--- src/rtl/debounce_array.sv ---
// Multi-channel debouncer: 2-flop synchroniser, per-channel stability counter, press/release pulses
// and a lowest-index key code. Define DEBOUNCE_REPEAT_EN to add per-channel auto-repeat on press.
module debounce_array #(
  parameter int CHANNELS      = 16,
  parameter int STABLE_CYCLES = 50000,
  parameter int REPEAT_DELAY  = 25000000,
  parameter int REPEAT_PERIOD = 5000000
) (
  input  logic                        clk,
  input  logic                        reset,
  input  logic [CHANNELS-1:0]         noisy,
  output logic [CHANNELS-1:0]         debounced,
  output logic [CHANNELS-1:0]         press,
  output logic [CHANNELS-1:0]         released,
  output logic                        any_pressed,
  output logic [$clog2(CHANNELS)-1:0] key_code
);

  localparam int KW = $clog2(CHANNELS);
  localparam int CW = $clog2(STABLE_CYCLES);
  localparam logic [CW-1:0] CNT_MAX = CW'(STABLE_CYCLES - 1);

  if (CHANNELS < 2 || CHANNELS > 32 || STABLE_CYCLES < 2 ||
      REPEAT_DELAY < 1 || REPEAT_PERIOD < 1) begin : g_bad_params
    $error("debounce_array: illegal parameter value");
  end

  // Counter advance, held at the terminal count rather than wrapping.
  function automatic logic [CW-1:0] sat_inc(input logic [CW-1:0] c);
    return (c == CNT_MAX) ? CNT_MAX : c + CW'(1);
  endfunction

  logic [CHANNELS-1:0] meta_p0;
  logic [CHANNELS-1:0] sync_p1;
  logic [CW-1:0]       cnt_p2 [CHANNELS];
  logic [CHANNELS-1:0] flip;
  logic [CHANNELS-1:0] rise;
  logic [CHANNELS-1:0] fall;

`ifdef DEBOUNCE_REPEAT_EN
  localparam int RPT_MAX = (REPEAT_DELAY > REPEAT_PERIOD) ? REPEAT_DELAY : REPEAT_PERIOD;
  localparam int RW = $clog2(RPT_MAX) + 1;
  localparam logic [RW-1:0] RPT_FIRST = RW'(REPEAT_DELAY - 1);
  localparam logic [RW-1:0] RPT_NEXT  = RW'(REPEAT_PERIOD - 1);
  logic [RW-1:0] rpt [CHANNELS];
`endif

  // A channel flips when its synchronised level has disagreed for the full window.
  always_comb begin
    flip = '0;
    for (int i = 0; i < CHANNELS; i++) begin
      flip[i] = (sync_p1[i] != debounced[i]) && (cnt_p2[i] == CNT_MAX);
    end
    rise = flip & sync_p1;
    fall = flip & ~sync_p1;
  end

  always_ff @(posedge clk or posedge reset) begin
    if (reset) begin
      meta_p0   <= '0;
      sync_p1   <= '0;
      debounced <= '0;
      press     <= '0;
      released  <= '0;
      for (int i = 0; i < CHANNELS; i++) begin
        cnt_p2[i] <= '0;
`ifdef DEBOUNCE_REPEAT_EN
        rpt[i]    <= '0;
`endif
      end
    end else begin
      // stage p0/p1: synchroniser
      meta_p0 <= noisy;
      sync_p1 <= meta_p0;
      // stage p2: stability count, level update and edge pulses
      debounced <= debounced ^ flip;
      press     <= rise;
      released  <= fall;
      for (int i = 0; i < CHANNELS; i++) begin
        if (sync_p1[i] == debounced[i] || flip[i])
          cnt_p2[i] <= '0;
        else
          cnt_p2[i] <= sat_inc(cnt_p2[i]);
`ifdef DEBOUNCE_REPEAT_EN
        // Down-counter armed at the press; a repeat that lands on a release is dropped.
        if (rise[i]) begin
          rpt[i] <= RPT_FIRST;
        end else if (!debounced[i] || fall[i]) begin
          rpt[i] <= '0;
        end else if (rpt[i] == '0) begin
          press[i] <= 1'b1;
          rpt[i]   <= RPT_NEXT;
        end else begin
          rpt[i] <= rpt[i] - RW'(1);
        end
`endif
      end
    end
  end

  // Lowest-numbered active channel wins; scanning downward leaves it as the last assignment.
  always_comb begin
    key_code = '0;
    for (int i = CHANNELS - 1; i >= 0; i--) begin
      if (debounced[i]) key_code = KW'(i);
    end
  end

  assign any_pressed = |debounced;

endmodule

--- config.mk ---
export PLATFORM = sky130hd
export DESIGN_NAME = debounce_array
export DESIGN_NICKNAME = d
export VERILOG_FILES = /design/src/rtl/debounce_array.sv
export SDC_FILE = /design/constraint.sdc
export NUM_CORES = 1
export LEC_CHECK = 0
export BUFFER_PORTS_ARGS = -buffer_cell sky130_fd_sc_hd__buf_2
export CORE_ASPECT_RATIO = 0.5
export CORE_MARGIN = 4
export CORE_UTILIZATION = 58
export CTS_BUF_LIST = sky130_fd_sc_hd__clkbuf_4 sky130_fd_sc_hd__clkbuf_8
export DETAILED_ROUTE_END_ITERATION = 12
export HOLD_SLACK_MARGIN = 0.06
export PLACE_DENSITY = 0.79
export SLEW_MARGIN = 40
export SYNTH_ARGS = -nofsm -noshare
export SYNTH_HDL_FRONTEND = slang
export SYNTH_SLANG_ARGS = --single-unit
export TNS_END_PERCENT = 100
--- constraint.sdc ---
create_clock -name clk -period 9.45 [get_ports clk]
set_input_delay 0.4725 -clock clk [delete_from_list [all_inputs] [get_ports clk]]
set_output_delay 0.4725 -clock clk [all_outputs]
set_load 0.01 [all_outputs]
After elaboration in Yosys (flattened, before gate mapping)
Cells that the tools add are included.
{"block": "word_totals", "regBits": 336, "output_inout_bits": 53}
{"block": "op_classes", "addsub": 16, "eq_ne": 48, "n_mux": 48, "bitwise": 4, "reduce_logical": 33}
{"op": "$mux W16", "count": 32}
{"op": "$add A16 B1 Y16 const B", "count": 16}
{"op": "$eq A16 B16 Y1 const B", "count": 16}
{"op": "$mux W4", "count": 16}
{"op": "$and A16 B16 Y16", "count": 2}
{"op": "$eq A1 B1 Y1", "count": 16}
{"op": "$logic_and A1 B1 Y1", "count": 16}
{"op": "$logic_or A1 B1 Y1", "count": 16}
{"op": "$ne A1 B1 Y1", "count": 16}
{"op": "$not A16 Y16", "count": 1}
{"op": "$reduce_or A16 Y1", "count": 1}
{"op": "$xor A16 B16 Y16", "count": 1}

Longest topological paths before layout
{"block": "logic_depth", "depth_word": 16, "ltp_mapped": 6}

Worst setup path before layout
Ideal clock, no wire load.
{"block": "synth_timing", "path_kind": "flip-flop to flip-flop", "from": "register cnt_p2[247] (netlist name)", "to": "register (tool-made name)", "setup_time_ns": 0.125, "arrival_ns": 1.774, "required_ns": 9.325, "slack_ns": 7.551, "stages_incl_launch_ff": 4, "path_cell_list": "dfrtp_1 or4b_1 or4_4 mux2_4"}
{"item": "start: declaration", "line": "35", "text": "logic [CW-1:0] cnt_p2 [CHANNELS];"}
{"item": "start signal: indexed assignment", "line": "83", "text": "cnt_p2[i] <= sat_inc(cnt_p2[i]);"}

==> results by group <==
Cells and area
  • Area growth syn-to-layout: 13.1%
  • Share of cells above drive strength 1: 11.0%
  • Antenna Cells: 0
  • Fin area: 17300 um^2
  • Nets: 1635

Yosys
  • FFs w/ async S/R, synth: 100%
  • EDFF count, synth: 0
  • Top-count cell post-synth: dfrtp_1
  • Synth Flop Type: dfrtp_1
  • Cell variety after synth: 38
  • Area share of the largest cell type after synthesis: 54.9%
  • Register area share after synthesis: 54.9%
  • Synth top cells by count: 336 x dfrtp_1, 279 x nor2_1, 203 x xnor2_1, 96 x nor4_1, 79 x nand3_1
  • Mean Syn Cell Area: 10.4 um^2
  • Ys Warns: 0
  • Largest area contributor in the synthesized netlist: dfrtp_1
  • Mapped Nets: 1514
  • Register bit total from synthesis: 336
  • Synth Instances: 1480
  • Synth area leaders: dfrtp_1 55%, xnor2_1 12%, nor2_1 6.8%
  • Mapped cell area: 15300 um^2

Timing
  • Final setup violation count: 0
  • Fin crit period: 2.64 ns
  • Worst Tran Pin Value: 0.700 ns
  • Max-slew violations: 0
  • Setup TNS: 0 ns
  • Final Cycle Share: 28.0%
  • Unrepaired setup endpoints after global routing: no
  • Clk_skew: 0.0246 ns
  • Relative slew slack: 53.3%
  • Hold Violations, Final: 0
  • Min setup slack post-route: 6.81 ns
  • FMAX: 378 MHz

Power and ir drop
  • PD cells: 163 nW/um^2
  • Pint: 0.00219 W
  • Peak VDD IR: 0.101 mV
  • Sw power: 0.000632 W
  • Clock share of power: 44.2%
  • Pleak: 7.13 nW
  • Gate power share: 3.1%
  • Switch share: 22.4%
  • Total Power: 0.00282 W
  • Seq pwr share: 52.7%

Global route
  • Initial antenna violation count: 0
  • Largest net degree at the start of global routing: 108
  • Vias in the first global route: 11202
  • M2 GR Usage: 36.8%
  • Total Routing Usage GR: 21.7%
  • GR peak layer: met2
  • Met1 GRT Util: 29.8%
  • First-pass GRT wire length: 53500 um
  • Grt ovf: 0
  • GRT met3 Usage: 3.83%

Detailed routing
  • Initial drt markers: 1055
  • Router iterations before antenna repair: 5
  • Final wirelength: 30900 um
  • Final ANT Viol Nets: 0
  • Via total after detailed routing: 11336
  • Wire per inst: 15.6 um
  • # DRC: 0
  • Vias per cell: 5.72

Placement
  • Hpwl dp: 20600 um
  • Dpl ws: 7.22 ns
  • Area after DPL: 16100 um^2
  • Final GP Congestion: 0.899
  • # port buffers: 70

Setup path
  • Worst setup EP type: output pin
  • RR Startpoint: cnt_p2[208]
  • CP required: 8.98 ns
  • R2r endpoint: cnt_p2[221]
  • FF-to-FF path depth: 5
  • CP Launch Type: register
  • Largest fanout on the critical path: 7
  • CP Data Arrival Time: 2.17 ns
  • Crit Path Class: register to output pin
  • Crit path to: key_code[1]
  • R2R Setup Slk: 7.46 ns

Clock tree
  • Post-CTS Setup Bufs: 0
  • CTS clk-pin slew, worst paths: 0.07 ns
  • CTS sink cnt: 336
  • CTS tree: done
  • Worst-Skew Late Latency: 0.57 ns
  • H-tree depth: 2
  • Inserted Clock Buffers: 46
  • CTS resizes: 0
  • Clock root cell: clkbuf_8
  • CTS Buffer Depth: 3

Floorplan
  • Core Area: 25600 um^2
  • Die area: 29300 um^2
  • Die Ht: 123 um
  • Io pins: 71
  • Initial Util: 59.9%
  • Die width: 238 um
  • Cell row count: 41

Worst hold path
  • Worst Hold Path Cells: 0
  • Hold crit path type: register to register

Run status
  • Status: finished clean

Flow run
  • Max Cap Viol: 0
==> what timing repair did <==
| action | 4_1_cts | 5_1_grt |
|---|---|---|
| endpoints found under the setup margin | 0 | 0 |
| hold endpoints to repair | 89 | 0 |
| hold buffers | 17 | 0 |
==> power groups by stage <==
stage,combinational (W),sequential (W),clock (W)
2_1_floorplan,0.0000601,0.00151,0
3_3_place_gp,0.0000779,0.00151,0
3_5_place_dp,0.0000837,0.00151,0
4_1_cts,0.0000901,0.00148,0.00127
5_1_grt,0.000102,0.00149,0.00134
6_report,0.0000870,0.00149,0.00125
==> worst max-delay path, cell delays in order, from the launching register on <==
cell,delay [ns]
dfrtp_1,0.50
nor2_1,0.12
o31ai_1,0.49
a211oi_1,0.17
o32ai_1,0.16
buf_2,0.18
==> worst min path at each step <==
stage | slack, ns | endpoint | from
after floorplan | 0.33 | sync_p1[0] | meta_p0[0]
after global placement | 0.33 | sync_p1[7] | meta_p0[7]
after detailed placement | 0.33 | sync_p1[12] | meta_p0[12]
after CTS | 0.35 | sync_p1[1] | meta_p0[1]
after global routing | 0.35 | sync_p1[7] | meta_p0[7]
final | 0.35 | sync_p1[4] | meta_p0[4]
==> cell families after synthesis <==
family                   Yosys count  share of synthesized area, %
AND/OR/NAND/NOR                  789                          26.6
flip-flops                       336                          54.9
XOR/XNOR                         239                          13.7
buffers and inverters             72                          1.81
multiplexers                      16                          1.20
adder cells (fa/ha/maj)           16                          1.31
AO/OA/AOI/OAI                     12                         0.539
==> layout make-up <==
class | instances | area, um^2
multi-input combinational | 1072 | 6640
sequential | 336 | 8410
inverter | 54 | 206
fill | 1897 | 8260
tap | 344 | 430
clock inverter | 15 | 155
clock buffer | 70 | 901
timing repair buffer | 91 | 591
==> layer usage <==
metal  up-vias  routed length (um)
li1       5402                   -
met1      5586               14100
met2       289               14800
met3        59                1510
met4         0                 510
met5         -                   0
==> metrics by stage <==
step	hold slack (ns)	cells	util, %
after floorplan	0.331	1480	-
after global placement	0.334	1879	62.8
after detailed placement	0.335	1880	62.9
after CTS	0.351	1982	67.7
after global routing	0.354	1982	67.7
final	0.346	1982	67.7
==> registers in the layout (all words and copies together), names as in the netlist, named ones only <==
register	flops
cnt_p2	256
meta_p0	16
press	16
released	16
sync_p1	16
==> layout by cell type (no fill, tap or decap), drive strengths merged, types with 2 or more instances in the layout <==
cell type,n
nor2,279
bufinv,3
nor3b,28
nor3,68
o31ai,2
buf,74
or4,2
dlygate4sd3,17
nor4b,15
clkinv,10
clkinvlp,3
or4b,2
xor2,36
mux2,16
and3,27
nor4bb,30
a21oi,4
nand4b,4
or3,2
nand4,76
dfrtp,336
ha,16
clkbuf,70
xnor2,203
nand3,79
nor4,96
inv,53
nand2,77
Note: power is estimated with default switching activity, not from simulation.
